==> src/rtl/text_mode_pkg.sv <==
// Shared constants and side-band types for the text-mode pixel path.
//   CELL_W/CELL_H   character cell size in pixels
//   CHR_AW          chr_rom address width ({code, glyph_row})
//   CHR_CODE_W      character code width inside a text RAM word
//   LATENCY         input sample to pix/de/hs/vs output, in clock edges
//   ATTR_BIT        inverse-video bit inside a text RAM word
package text_mode_pkg;
    localparam int CELL_W      = 8;
    localparam int CELL_H      = 8;
    localparam int CHR_AW      = 10;
    localparam int CHR_CODE_W  = 7;
    localparam int LATENCY     = 5;
    localparam int ATTR_BIT    = 7;
    localparam int PIX_IDX_W   = $clog2(CELL_W);
    localparam int GLYPH_ROW_W = $clog2(CELL_H);

    // Per-pixel information that must line up with the chr_rom data.
    typedef struct packed {
        logic                 de;
        logic                 valid;
        logic                 hit;
        logic [PIX_IDX_W-1:0] x_pix;
    } side_t;
endpackage

==> src/rtl/sync_delay.sv <==
// Fixed-length shift register, cleared to a per-bit value on reset.
//   clk, reset   pixel clock, synchronous active-high reset
//   d            W-bit input
//   q            d delayed by N clock edges
module sync_delay #(
    parameter int           W       = 1,
    parameter int           N       = 1,
    parameter logic [W-1:0] RST_VAL = '0
) (
    input  logic         clk,
    input  logic         reset,
    input  logic [W-1:0] d,
    output logic [W-1:0] q
);
    logic [W-1:0] stage [N];

    always_ff @(posedge clk) begin
        if (reset) begin
            for (int i = 0; i < N; i++) stage[i] <= RST_VAL;
        end else begin
            stage[0] <= d;
            for (int i = 1; i < N; i++) stage[i] <= stage[i-1];
        end
    end

    assign q = stage[N-1];
endmodule

==> src/rtl/text_pixel_gen.sv <==
// Text-mode pixel generator: coordinates -> text RAM -> chr_rom -> serial pixel.
//   clk, reset              pixel clock, synchronous active-high reset
//   x_in, y_in              pixel coordinates from the timing block
//   de_in, hs_in, vs_in     active video and syncs (syncs active at SYNC_POL)
//   cursor_en/col/row       blinking block cursor control
//   tram_ad, tram_dout      text RAM port (1-cycle synchronous read)
//   chr_ad, chr_dout        chr_rom port (1-cycle synchronous read)
//   pix_out                 pixel, 1 = foreground
//   de_out, hs_out, vs_out  inputs delayed by LATENCY edges
module text_pixel_gen
    import text_mode_pkg::*;
#(
    parameter int   COLS         = 80,
    parameter int   ROWS         = 60,
    parameter int   TRAM_AW      = 13,
    parameter int   BLINK_FRAMES = 16,
    parameter logic SYNC_POL     = 1'b0
) (
    input  logic               clk,
    input  logic               reset,
    input  logic [9:0]         x_in,
    input  logic [9:0]         y_in,
    input  logic               de_in,
    input  logic               hs_in,
    input  logic               vs_in,
    input  logic               cursor_en,
    input  logic [6:0]         cursor_col,
    input  logic [5:0]         cursor_row,
    output logic [TRAM_AW-1:0] tram_ad,
    input  logic [7:0]         tram_dout,
    output logic [CHR_AW-1:0]  chr_ad,
    input  logic [7:0]         chr_dout,
    output logic               pix_out,
    output logic               de_out,
    output logic               hs_out,
    output logic               vs_out
);
    localparam int BLINK_W = $clog2(BLINK_FRAMES + 1);

    logic [6:0]             cell_col;
    logic [6:0]             cell_row;
    logic                   cell_valid;
    logic                   cursor_hit;
    logic [TRAM_AW-1:0]     lin_ad;
    logic [GLYPH_ROW_W-1:0] glyph_row_d;
    logic                   attr_d1;
    logic                   attr_d2;
    side_t                  side_in;
    side_t                  side_d;
    logic                   glyph_bit;
    logic                   vs_active;
    logic                   vs_active_prev;
    logic [BLINK_W-1:0]     blink_cnt;
    logic                   blink_on;

    assign cell_col   = x_in[9:3];
    assign cell_row   = y_in[9:3];
    assign cell_valid = ({25'd0, cell_col} < 32'(COLS)) && ({25'd0, cell_row} < 32'(ROWS));
    assign cursor_hit = cursor_en && (cell_col == cursor_col) && (cell_row == {1'b0, cursor_row});

    // Arithmetic at TRAM_AW width gives the modulo-2**TRAM_AW address directly.
    assign lin_ad = TRAM_AW'(cell_row) * TRAM_AW'(COLS) + TRAM_AW'(cell_col);

    // E0: text RAM address
    always_ff @(posedge clk) begin
        if (reset) tram_ad <= '0;
        else       tram_ad <= cell_valid ? lin_ad : '0;
    end

    // Glyph row must be ready when the RAM data arrives (E2).
    sync_delay #(.W(GLYPH_ROW_W), .N(2), .RST_VAL('0)) u_row_dly (
        .clk(clk), .reset(reset), .d(y_in[GLYPH_ROW_W-1:0]), .q(glyph_row_d)
    );

    // E2: chr_rom address and attribute capture; E3: attribute follows the ROM read.
    always_ff @(posedge clk) begin
        if (reset) begin
            chr_ad  <= '0;
            attr_d1 <= 1'b0;
            attr_d2 <= 1'b0;
        end else begin
            chr_ad  <= {tram_dout[CHR_CODE_W-1:0], glyph_row_d};
            attr_d1 <= tram_dout[ATTR_BIT];
            attr_d2 <= attr_d1;
        end
    end

    // Side-band consumed at E4 together with chr_dout, so one stage short of LATENCY.
    assign side_in = '{de: de_in, valid: cell_valid, hit: cursor_hit, x_pix: x_in[PIX_IDX_W-1:0]};

    sync_delay #(.W($bits(side_t)), .N(LATENCY - 1), .RST_VAL('0)) u_side_dly (
        .clk(clk), .reset(reset), .d(side_in), .q(side_d)
    );

    sync_delay #(.W(3), .N(LATENCY), .RST_VAL({1'b0, ~SYNC_POL, ~SYNC_POL})) u_sync_dly (
        .clk(clk), .reset(reset), .d({de_in, hs_in, vs_in}), .q({de_out, hs_out, vs_out})
    );

    // Bit 7 of the glyph row is the leftmost pixel.
    assign glyph_bit = chr_dout[3'd7 - side_d.x_pix];

    // E4: output pixel
    always_ff @(posedge clk) begin
        if (reset) pix_out <= 1'b0;
        else       pix_out <= side_d.de & side_d.valid & (glyph_bit ^ attr_d2 ^ (side_d.hit & blink_on));
    end

    // Blink: count frame starts (vs inactive->active); toggle on wrap.
    assign vs_active = (vs_in == SYNC_POL);

    always_ff @(posedge clk) begin
        if (reset) begin
            vs_active_prev <= 1'b1;   // no frame start counted for a vs held active through reset
            blink_cnt      <= '0;
            blink_on       <= 1'b1;
        end else begin
            vs_active_prev <= vs_active;
            if (vs_active && !vs_active_prev) begin
                if (blink_cnt == BLINK_W'(BLINK_FRAMES - 1)) begin
                    blink_cnt <= '0;
                    blink_on  <= ~blink_on;
                end else begin
                    blink_cnt <= blink_cnt + BLINK_W'(1);
                end
            end
        end
    end
endmodule

==> config.mk <==
export PLATFORM = sky130hd
export DESIGN_NAME = text_pixel_gen
export DESIGN_NICKNAME = d
export VERILOG_FILES = /design/src/rtl/text_mode_pkg.sv /design/src/rtl/sync_delay.sv /design/src/rtl/text_pixel_gen.sv
export SDC_FILE = /design/constraint.sdc
export NUM_CORES = 1
export LEC_CHECK = 0
export CORE_ASPECT_RATIO = 2
export CORE_MARGIN = 8
export CORE_UTILIZATION = 45
export CTS_BUF_LIST = sky130_fd_sc_hd__clkbuf_8 sky130_fd_sc_hd__clkbuf_16
export CTS_CLUSTER_DIAMETER = 100
export DETAILED_ROUTE_END_ITERATION = 12
export MAX_ROUTING_LAYER = met4
export PLACE_DENSITY = 0.77
export SLEW_MARGIN = 20
export SYNTH_ARGS = -nofsm -noshare
export SYNTH_HDL_FRONTEND = slang
export SYNTH_SLANG_ARGS = --single-unit
==> constraint.sdc <==
create_clock -name clk -period 5.9 [get_ports clk]
set_clock_uncertainty 0.1 [all_clocks]
set_input_delay 1.18 -clock clk [delete_from_list [all_inputs] [get_ports clk]]
set_output_delay 1.18 -clock clk [all_outputs]
set_load 0.01 [all_outputs]
After elaboration in Yosys (flattened, before gate mapping)
Memories as Yosys holds them, arrays and structs flattened. A register that Yosys moved wholly into a read port is not among the register bits.
Index checks and enable logic that the tools add are counted.
{"block": "word_totals", "mem_count": 3, "register_bits": 33, "in_bits": 55, "mem_bits_rw": 45, "output_inout_bits": 27}
{"block": "classes", "n_reduce_logical": 7, "n_mux": 17, "multipliers": 1, "n_lt_le_gt_ge": 3, "n_bitwise": 19, "add_sub_neg": 3, "n_eq_ne": 3}
{"name": "u_side_dly.stage", "words": 4, "width": 6, "rd": 4, "rd_ports_with_merged_regs": 0, "write_ports": 4, "line_no": "sync_delay.sv:15", "text": "logic [W-1:0] stage [N];"}
{"name": "u_sync_dly.stage", "words": 5, "width": 3, "rd": 5, "rd_ports_with_merged_regs": 0, "write_ports": 5, "line_no": "sync_delay.sv:15"}
{"name": "u_row_dly.stage", "words": 2, "width": 3, "rd": 2, "rd_ports_with_merged_regs": 1, "write_ports": 2, "line_no": "sync_delay.sv:15"}
{"op": "$mux 6", "count": 4}
{"op": "$mux 3", "count": 7}
{"op": "$add 13x7->13", "count": 1}
{"op": "$or 1x1->1", "count": 11}
{"op": "$mul 7x3->9 const B", "count": 1}
{"op": "$eq 7x6->1", "count": 1}
{"op": "$eq 7x7->1", "count": 1}
{"op": "$lt 7x6->1 const B", "count": 1}
{"op": "$lt 7x7->1 const B", "count": 1}
{"op": "$add 5x1->5 const B", "count": 1}
{"op": "$eq 5x4->1 const B", "count": 1}
{"op": "$mux 5", "count": 1}
{"op": "$logic_and 1x1->1", "count": 4}
{"op": "$lt 3x4->1 const B", "count": 1}
{"op": "$mux 1", "count": 4}
{"op": "$and 1x1->1", "count": 3}
{"op": "$bmux 1 s3", "count": 1}
{"op": "$not 1->1", "count": 3}
{"op": "$sub 3x3->3 const A", "count": 1}
{"op": "$reduce_and 2->1", "count": 1}
{"op": "$reduce_or 2->1", "count": 1}
{"op": "$xor 1x1->1", "count": 2}
{"op": "$logic_not 1->1", "count": 1}

Longest topological paths before layout
Gate-level depths: netlist of the first run.
An unclocked memory read counts as a cell.
{"block": "logic_depth", "depth_word": 7, "ltp_mapped": 8}

Modules after synthesis
From an unflattened synthesis of the first run, not the netlist that was laid out.
{"block": "unflattened", "hier_cells": 258, "hier_area_um2": 2939.1}
{"mod": "text_pixel_gen", "cells_per_inst": 159, "seq_area_each_um2": 660.6, "instances": 1, "area_per_inst_um2": 1625.3}
{"mod": "sync_delay at u_side_dly", "cells_per_inst": 50, "seq_area_each_um2": 480.5, "instances": 1, "area_per_inst_um2": 693.2}
{"mod": "sync_delay at u_sync_dly", "cells_per_inst": 34, "seq_area_each_um2": 300.3, "instances": 1, "area_per_inst_um2": 440.4}
{"mod": "sync_delay at u_row_dly", "cells_per_inst": 15, "seq_area_each_um2": 120.1, "instances": 1, "area_per_inst_um2": 180.2}

Least setup slack after synthesis of the first run
Ideal clock, no wire load.
{"block": "synth_timing", "path_type": "input port to flip-flop", "from": "input port y_in[4]", "to": "register tram_ad[11]", "t_arrival_ns": 2.854, "required_ns": 5.677, "path_stages": 8, "path_buffers": 0, "slack_ns": 2.822, "cell_sequence": "ha_1 -> ha_1 -> fa_1 -> xor2_1 -> nand2_1 -> nor4_1 -> xnor2_1 -> nor2_1"}
{"block": "synth_via", "elab_chain_len": 4, "elab_cells_between_ends": 6, "classes_between": "1 x add/sub; 1 x mul; 1 x order compare; 1 x bitwise; 2 x reduce/logical"}
{"item": "start: declaration", "line_no": "text_pixel_gen.sv:22", "text": "input logic [9:0] y_in,"}
{"item": "parallel branches: the longest is 4 deep, another holds $add 13x7->13"}
{"item": "end signal: assignment", "line_no": "text_pixel_gen.sv:67", "text": "else tram_ad <= cell_valid ? lin_ad : '0;"}
{"item": "end: declaration", "line_no": "text_pixel_gen.sv:29", "text": "output logic [TRAM_AW-1:0] tram_ad,"}
Parallel ways; which one is timed is not known.
A chain may end at the register's enable or synchronous reset.

Final worst setup path of the first run
Same ends and word-level chain as after synthesis.

==> results.md, run 1 <==
- Most frequent cells in the layout: clkdlybuf4s50_1 (80), dfxtp_1 (74), nor2b_1 (41)
- Layout cells sized above 1: 8.79%
- Clock latency on the worst-skew pair: 320 ps
- Drt first pass iters: 4
- R2r worst-path depth: 4
- Final net count: 397
- Setup crit start kind: input port
- Cell variety after synth: 33
- Die area: 8850 µm²
- Most common cell after layout, fill and taps aside: clkdlybuf4s50_1
- Top FF cell, synth: dfxtp_1
- Fin area: 3910 µm²
- Min Tclk post-route: 3600 ps
- Max-cap violation count: 0
- Area Overhead vs Synth: 45.6%
- Drt drc: 0
- Rows: 40
- Gr ovfl total: 0
- Worst R2R Start: u_side_dly.stage[3][0]
- Worst-path maximum fanout: 4
- Total CTS buffers: 9
- # resized after CTS: 0
- Wirelength per Cell: 14.8 µm
- Total power: 1.32 mW
- Rel. slew slack: 40.6%
- Ant. Diodes: 0
- Hold path cells: 1
- Root Buffer: clkbuf_16
- Leakage: 1.54 nW
- Clk sinks: 74
- Vias in the first global route: 2,184
- Final wirelength: 5.81 mm
- Finished Layout Cells: 393
- Initial antenna violation count: 0
- Worst setup EP type: flip-flop
- RSZ-0062 raised after global routing: false
- Initial Utilization: 45.5%
- YS warnings: 0
- Mapped Nets: 311
- Final core occ: 66.3%
- Starting DRT DRC Count: 88
- DR vias: 1,946
- Num ports: 82
- Dpl cells: 378
- Largest net degree at the start of global routing: 60
- Port bufs: 81
- Worst-margin pin slew: 891 ps
- TritonCTS clock tree: done
- Worst-path clk slew: 50 ps
- Hold Path Origin: u_sync_dly.stage[0][4]
- Avg Vias per Cell: 4.95
- Final setup vio count: 0
- Hold Path Class: flip-flop to flip-flop
- Status: finished, final reports clean
- Hold Buf Count CTS: 0
- Post-synthesis cell count: 240
- Power per cell area: 338 nW/µm²
- Width of the die: 70.7 µm
- H-tree lvl count: 3
- Die H: 125 µm
- VDD IR-drop max: 300 µV
- WHS Endpoint: u_sync_dly.stage[0][7]
- R2R setup slack: 4300 ps
- Total negative setup slack: 0 ps
- Gr usage total: 14.0%
- Placed wire-length estimate after detailed placement: 4.27 mm
- Post-route ant nets: 0
- Fin. Hold Viols: 0
- Gpl congestion: 0.802
- Core Box Area: 5910 µm²
- Async set-or-reset flop fraction in the synthesized netlist: 0%
- Cell Area, Synth: 2690 µm²
- Mean post-synth cell area: 11.2 µm²
- Global-route wire length before repair: 9.62 mm
- CTS max path bufs: 2
- Crit path arrival time: 3700 ps
- Post-CTS setup buffer count: 0
- Critical Path RT: 6000 ps
- Fin. max-slew vios: 0
- Post-synth EDFFs: 0
- Post-route clock period utilization: 61.0%
- Reg2reg end: pix_out
- Register area share after synthesis: 55.1%
- Yosys reg bits: 74
- Dpl cell area: 3550 µm²
- Critical path class: input port to flip-flop
- Fmax: 278 MHz
## report_power, final
group | total [mW] | internal [mW] | switching, mW
Sequential | 0.522 | 0.517 | 0.00481
Clock | 0.653 | 0.455 | 0.198
Combinational | 0.146 | 0.0854 | 0.0609
## state kept, by name (all words and copies together), names as in the netlist
register          cells
u_side_dly.stage     20
u_sync_dly.stage     15
tram_ad              13
chr_ad               10
u_row_dly.stage       6
blink_cnt             5
attr_d1               1
attr_d2               1
blink_on              1
pix_out               1
vs_active_prev        1
## final cells by class
cell class	count	area, µm²
fillers	474	1990
flip-flops and latches	74	1480
multi-input cells	159	1180
repair buffers	81	806
clock buffers	9	225
clock inverters	6	138
well taps	63	78.8
inverters	1	3.75
## worst max-delay path, stage by stage
cell	delay (ps)
clkdlybuf4s50_1	510
ha_1	350
ha_1	230
fa_1	400
xor2_1	250
nand2_1	130
nor4_1	420
xnor2_1	170
nor2_1	60
## cells by family (layout without fill, tap and decap cells)
family          Yosys count  after routing  share of synthesized area [%]
compound gates           19             19                           4.84
xor+xnor                 25             25                           8.14
fa+ha+maj                16             16                           8.00
buf+inv                   7             97                          0.977
flops                    74             74                           55.1
mux                       3              3                           2.33
simple gates             96             96                           20.6
## synth_stat cells, types with 3 or more instances
master	count	area [µm²]
xor2_1	4	35.0
nand3_1	4	20.0
clkbuf_1	6	22.5
nor2b_1	41	257
and2_1	7	43.8
nor2_1	12	45.0
nand2_1	6	22.5
a21oi_1	4	20.0
nand4_1	5	31.3
xnor2_1	21	184
dfxtp_1	74	1480
a21o_1	4	30.0
or2_2	11	68.8
o21ai_0	3	15.0
nand2b_1	3	18.8
ha_1	14	175
## worst max path at each step
stage            start          end  slack [ps]  depth (start not counted)
5_1_grt        y_in[4]  tram_ad[11]        2200                          9
2_1_floorplan  y_in[4]  tram_ad[11]        2820                          8
3_5_place_dp   y_in[4]  tram_ad[11]        1990                          9
4_1_cts        y_in[4]  tram_ad[11]        2340                          9
3_3_place_gp   y_in[4]  tram_ad[11]        2180                          9
6_report       y_in[4]  tram_ad[11]        2300                          9
## layer usage
metal | vias up | part of all wire, % | wire length [µm] | track usage, %
li1 | 972 | - | - | -
met1 | 898 | 38 | 2230 | 13.1
met2 | 62 | 53 | 3100 | 24.5
met3 | 14 | 6.3 | 367 | 5.36
met4 | 0 | 2.1 | 121 | 5.93
met5 | - | 0 | 0 | -
## through the flow
stage / hold slack, ps / setup WS (ps)
after global routing: 317 / 2200
after CTS: 307 / 2340
after detailed placement: 297 / 1990
final: 306 / 2300
after floorplan: 289 / 2820
after global placement: 292 / 2180
Note: power is estimated with default switching activity, not from simulation.
==> run 2: changes to the inputs <==
- CORE_UTILIZATION: 45 -> 42
- PLACE_DENSITY: 0.77 -> 0.76
- clock period: 5.9 -> 3 ns (I/O delays scaled with it)
==> results.md, run 2 (same netlist as run 1, synthesis figures left out) <==
- Drt first pass iters: 4 (unchanged)
- Ant. Diodes: 0 (unchanged)
- Min Tclk post-route: 2750 ps
- Power per cell area: 607 nW/µm² (+80%)
- Top Usage Layer GRT: met2
- Initial Utilization: 43.0% (-2.6 points)
- Final net count: 406 (+2.3%)
- Rel. slew slack: 66.1% (+25 points)
- Num ports: 82 (unchanged)
- Global-route wire length before repair: 10.3 mm (+7.5%)
- Drt drc: 0 (unchanged)
- TritonCTS clock tree: done
- Layout cells sized above 1: 11.2% (+2.4 points)
- Met2 GRT Util: 26.4% (+1.9 points)
- Die H: 129 µm (+3.1%)
- Post-route clock period utilization: 91.6%
- Clk sinks: 74 (unchanged)
- Worst-margin pin slew: 509 ps (-382 ps)
- Total negative setup slack: 0 ps (unchanged)
- Finished Layout Cells: 426 (+8.4%)
- Gr usage total: 14.9% (+0.88 points)
- Setup WS post-layout: 253 ps (-2050 ps)
- Avg Vias per Cell: 4.71 (-4.9%)
- Total power: 2.40 mW (+81%)
- Initial antenna violation count: 0 (unchanged)
- Dpl cells: 410 (+8.5%)
- Most common cell after layout, fill and taps aside: clkdlybuf4s50_1
- Largest registers: u_side_dly.stage: 20 flops, u_sync_dly.stage: 15 flops, tram_ad: 13 flops
- Post-CTS setup buffer count: 0 (unchanged)
- Most frequent cells in the layout: clkdlybuf4s50_1 (80), dfxtp_1 (74), nor2b_1 (41)
- Starting DRT DRC Count: 69 (-22%)
- Critical Path RT: 3100 ps (-2900 ps)
- RSZ-0062 raised after global routing: false
- Final setup vio count: 0 (unchanged)
- VDD IR-drop max: 534 µV (+78%)
- H-tree lvl count: 3 (unchanged)
- Gpl congestion: 0.868 (+8.3%)
- Fin. Hold Viols: 0 (unchanged)
- Width of the die: 72.6 µm (+2.7%)
- Wirelength per Cell: 14.5 µm (-1.9%)
- Clock latency on the worst-skew pair: 320 ps (about the same)
- Fin area: 3950 µm² (+1.0%)
- Fin. max-slew vios: 0 (unchanged)
- Worst-path maximum fanout: 2 (-2)
- Leakage: 1.56 nW (+1.0%)
- Max-cap violation count: 0 (unchanged)
- Die area: 9370 µm² (+5.9%)
- Fmax: 364 MHz
- Port bufs: 81 (unchanged)
- Core Box Area: 6260 µm² (+6.0%)
- Worst-path clk slew: 50 ps (about the same)
- Root Buffer: clkbuf_16
- Final core occ: 63.2% (-3.1 points)
- Total CTS buffers: 9 (unchanged)
- CTS max path bufs: 2 (unchanged)
- Hold Path Class: flip-flop to flip-flop
- Area Overhead vs Synth: 47.0%
- Vias in the first global route: 2,130 (-2.5%)
- Gr ovfl total: 0 (unchanged)
- Rows: 41 (+2.5%)
- Fillcell total: 551 (+16%)
- Setup crit start kind: input port
- Final wirelength: 6.18 mm (+6.4%)
- Worst setup EP type: flip-flop
- Dpl cell area: 3650 µm² (+2.7%)
- GR Layer Usage met3: 5.34% (-0.024 points)
- R2r worst-path depth: 4 (unchanged)
- DR vias: 2,005 (+3.0%)
- Largest register by flop count: u_side_dly.stage
- Crit path arrival time: 2850 ps (-850 ps)
- Post-route ant nets: 0 (unchanged)
- Hold Buf Count CTS: 0 (unchanged)
- Placed wire-length estimate after detailed placement: 4.75 mm (+11%)
- GR Layer Usage met1: 13.0% (-0.13 points)
- Critical path class: input port to flip-flop
- Post-Place Setup Slack: -64.3 ps (-2060 ps)
- Status: finished, final reports clean
- # resized after CTS: 0 (unchanged)
- WHS: 305 ps (-1.15 ps)
- Hold path cells: 1 (unchanged)
- Largest net degree at the start of global routing: 59 (-1.7%)
- Max reg flops: 20 (unchanged)
==> run 2: cell types whose count changed in the layout (fill, tap and decap cells not counted), moves of 2 or more <==
cell and delta:
clkbuf_8 +2, bufinv_16 -3, buf_4 +9, clkinvlp_4 +2
==> run 2: critical path: stages <==
cell and delay [ps]:
clkdlybuf4s50_1 430, ha_1 310, ha_1 230, fa_1 410, xor2_1 200, nand2_1 100, nor4_1 350, xnor2_1 160
nor2_1 50
==> run 2: final timing paths <==
check | from | slack, ps | endpoint
worst max register to register | u_side_dly.stage[3][0] | 1430 | pix_out
worst max-delay path | y_in[4] | 250 | tram_ad[11]
worst min register to register | u_sync_dly.stage[0][6] | 300 | u_sync_dly.stage[0][9]
worst min-delay path | u_sync_dly.stage[0][6] | 300 | u_sync_dly.stage[0][9]
==> run 2: per-layer routing <==
layer  wire (µm)  share of wire (%)
met1        2140                 35
met5           0                  0
met3         461                7.5
met4         204                3.3
met2        3380                 55
==> run 2: cell type report <==
| cell class | count | area (µm²) | area share (%) |
|---|---|---|---|
| sequential | 74 | 1480 | 37.5 |
| multi-input combinational | 159 | 1180 | 29.9 |
| timing repair buffer | 90 | 873 | 22.1 |
| clock buffer | 11 | 253 | 6.39 |
| tap | 86 | 108 | 2.72 |
| clock inverter | 5 | 53.8 | 1.36 |
| inverter | 1 | 3.75 | 0.0949 |
==> run 2: power by group <==
group / leakage (nW) / internal [mW] / total [mW] / switching [mW]
sequential: 0.606 / 1.02 / 1.03 / 0.0102
combinational: 0.806 / 0.179 / 0.304 / 0.125
clock: 0.149 / 0.684 / 1.07 / 0.383
total: 1.56 / 1.88 / 2.40 / 0.518
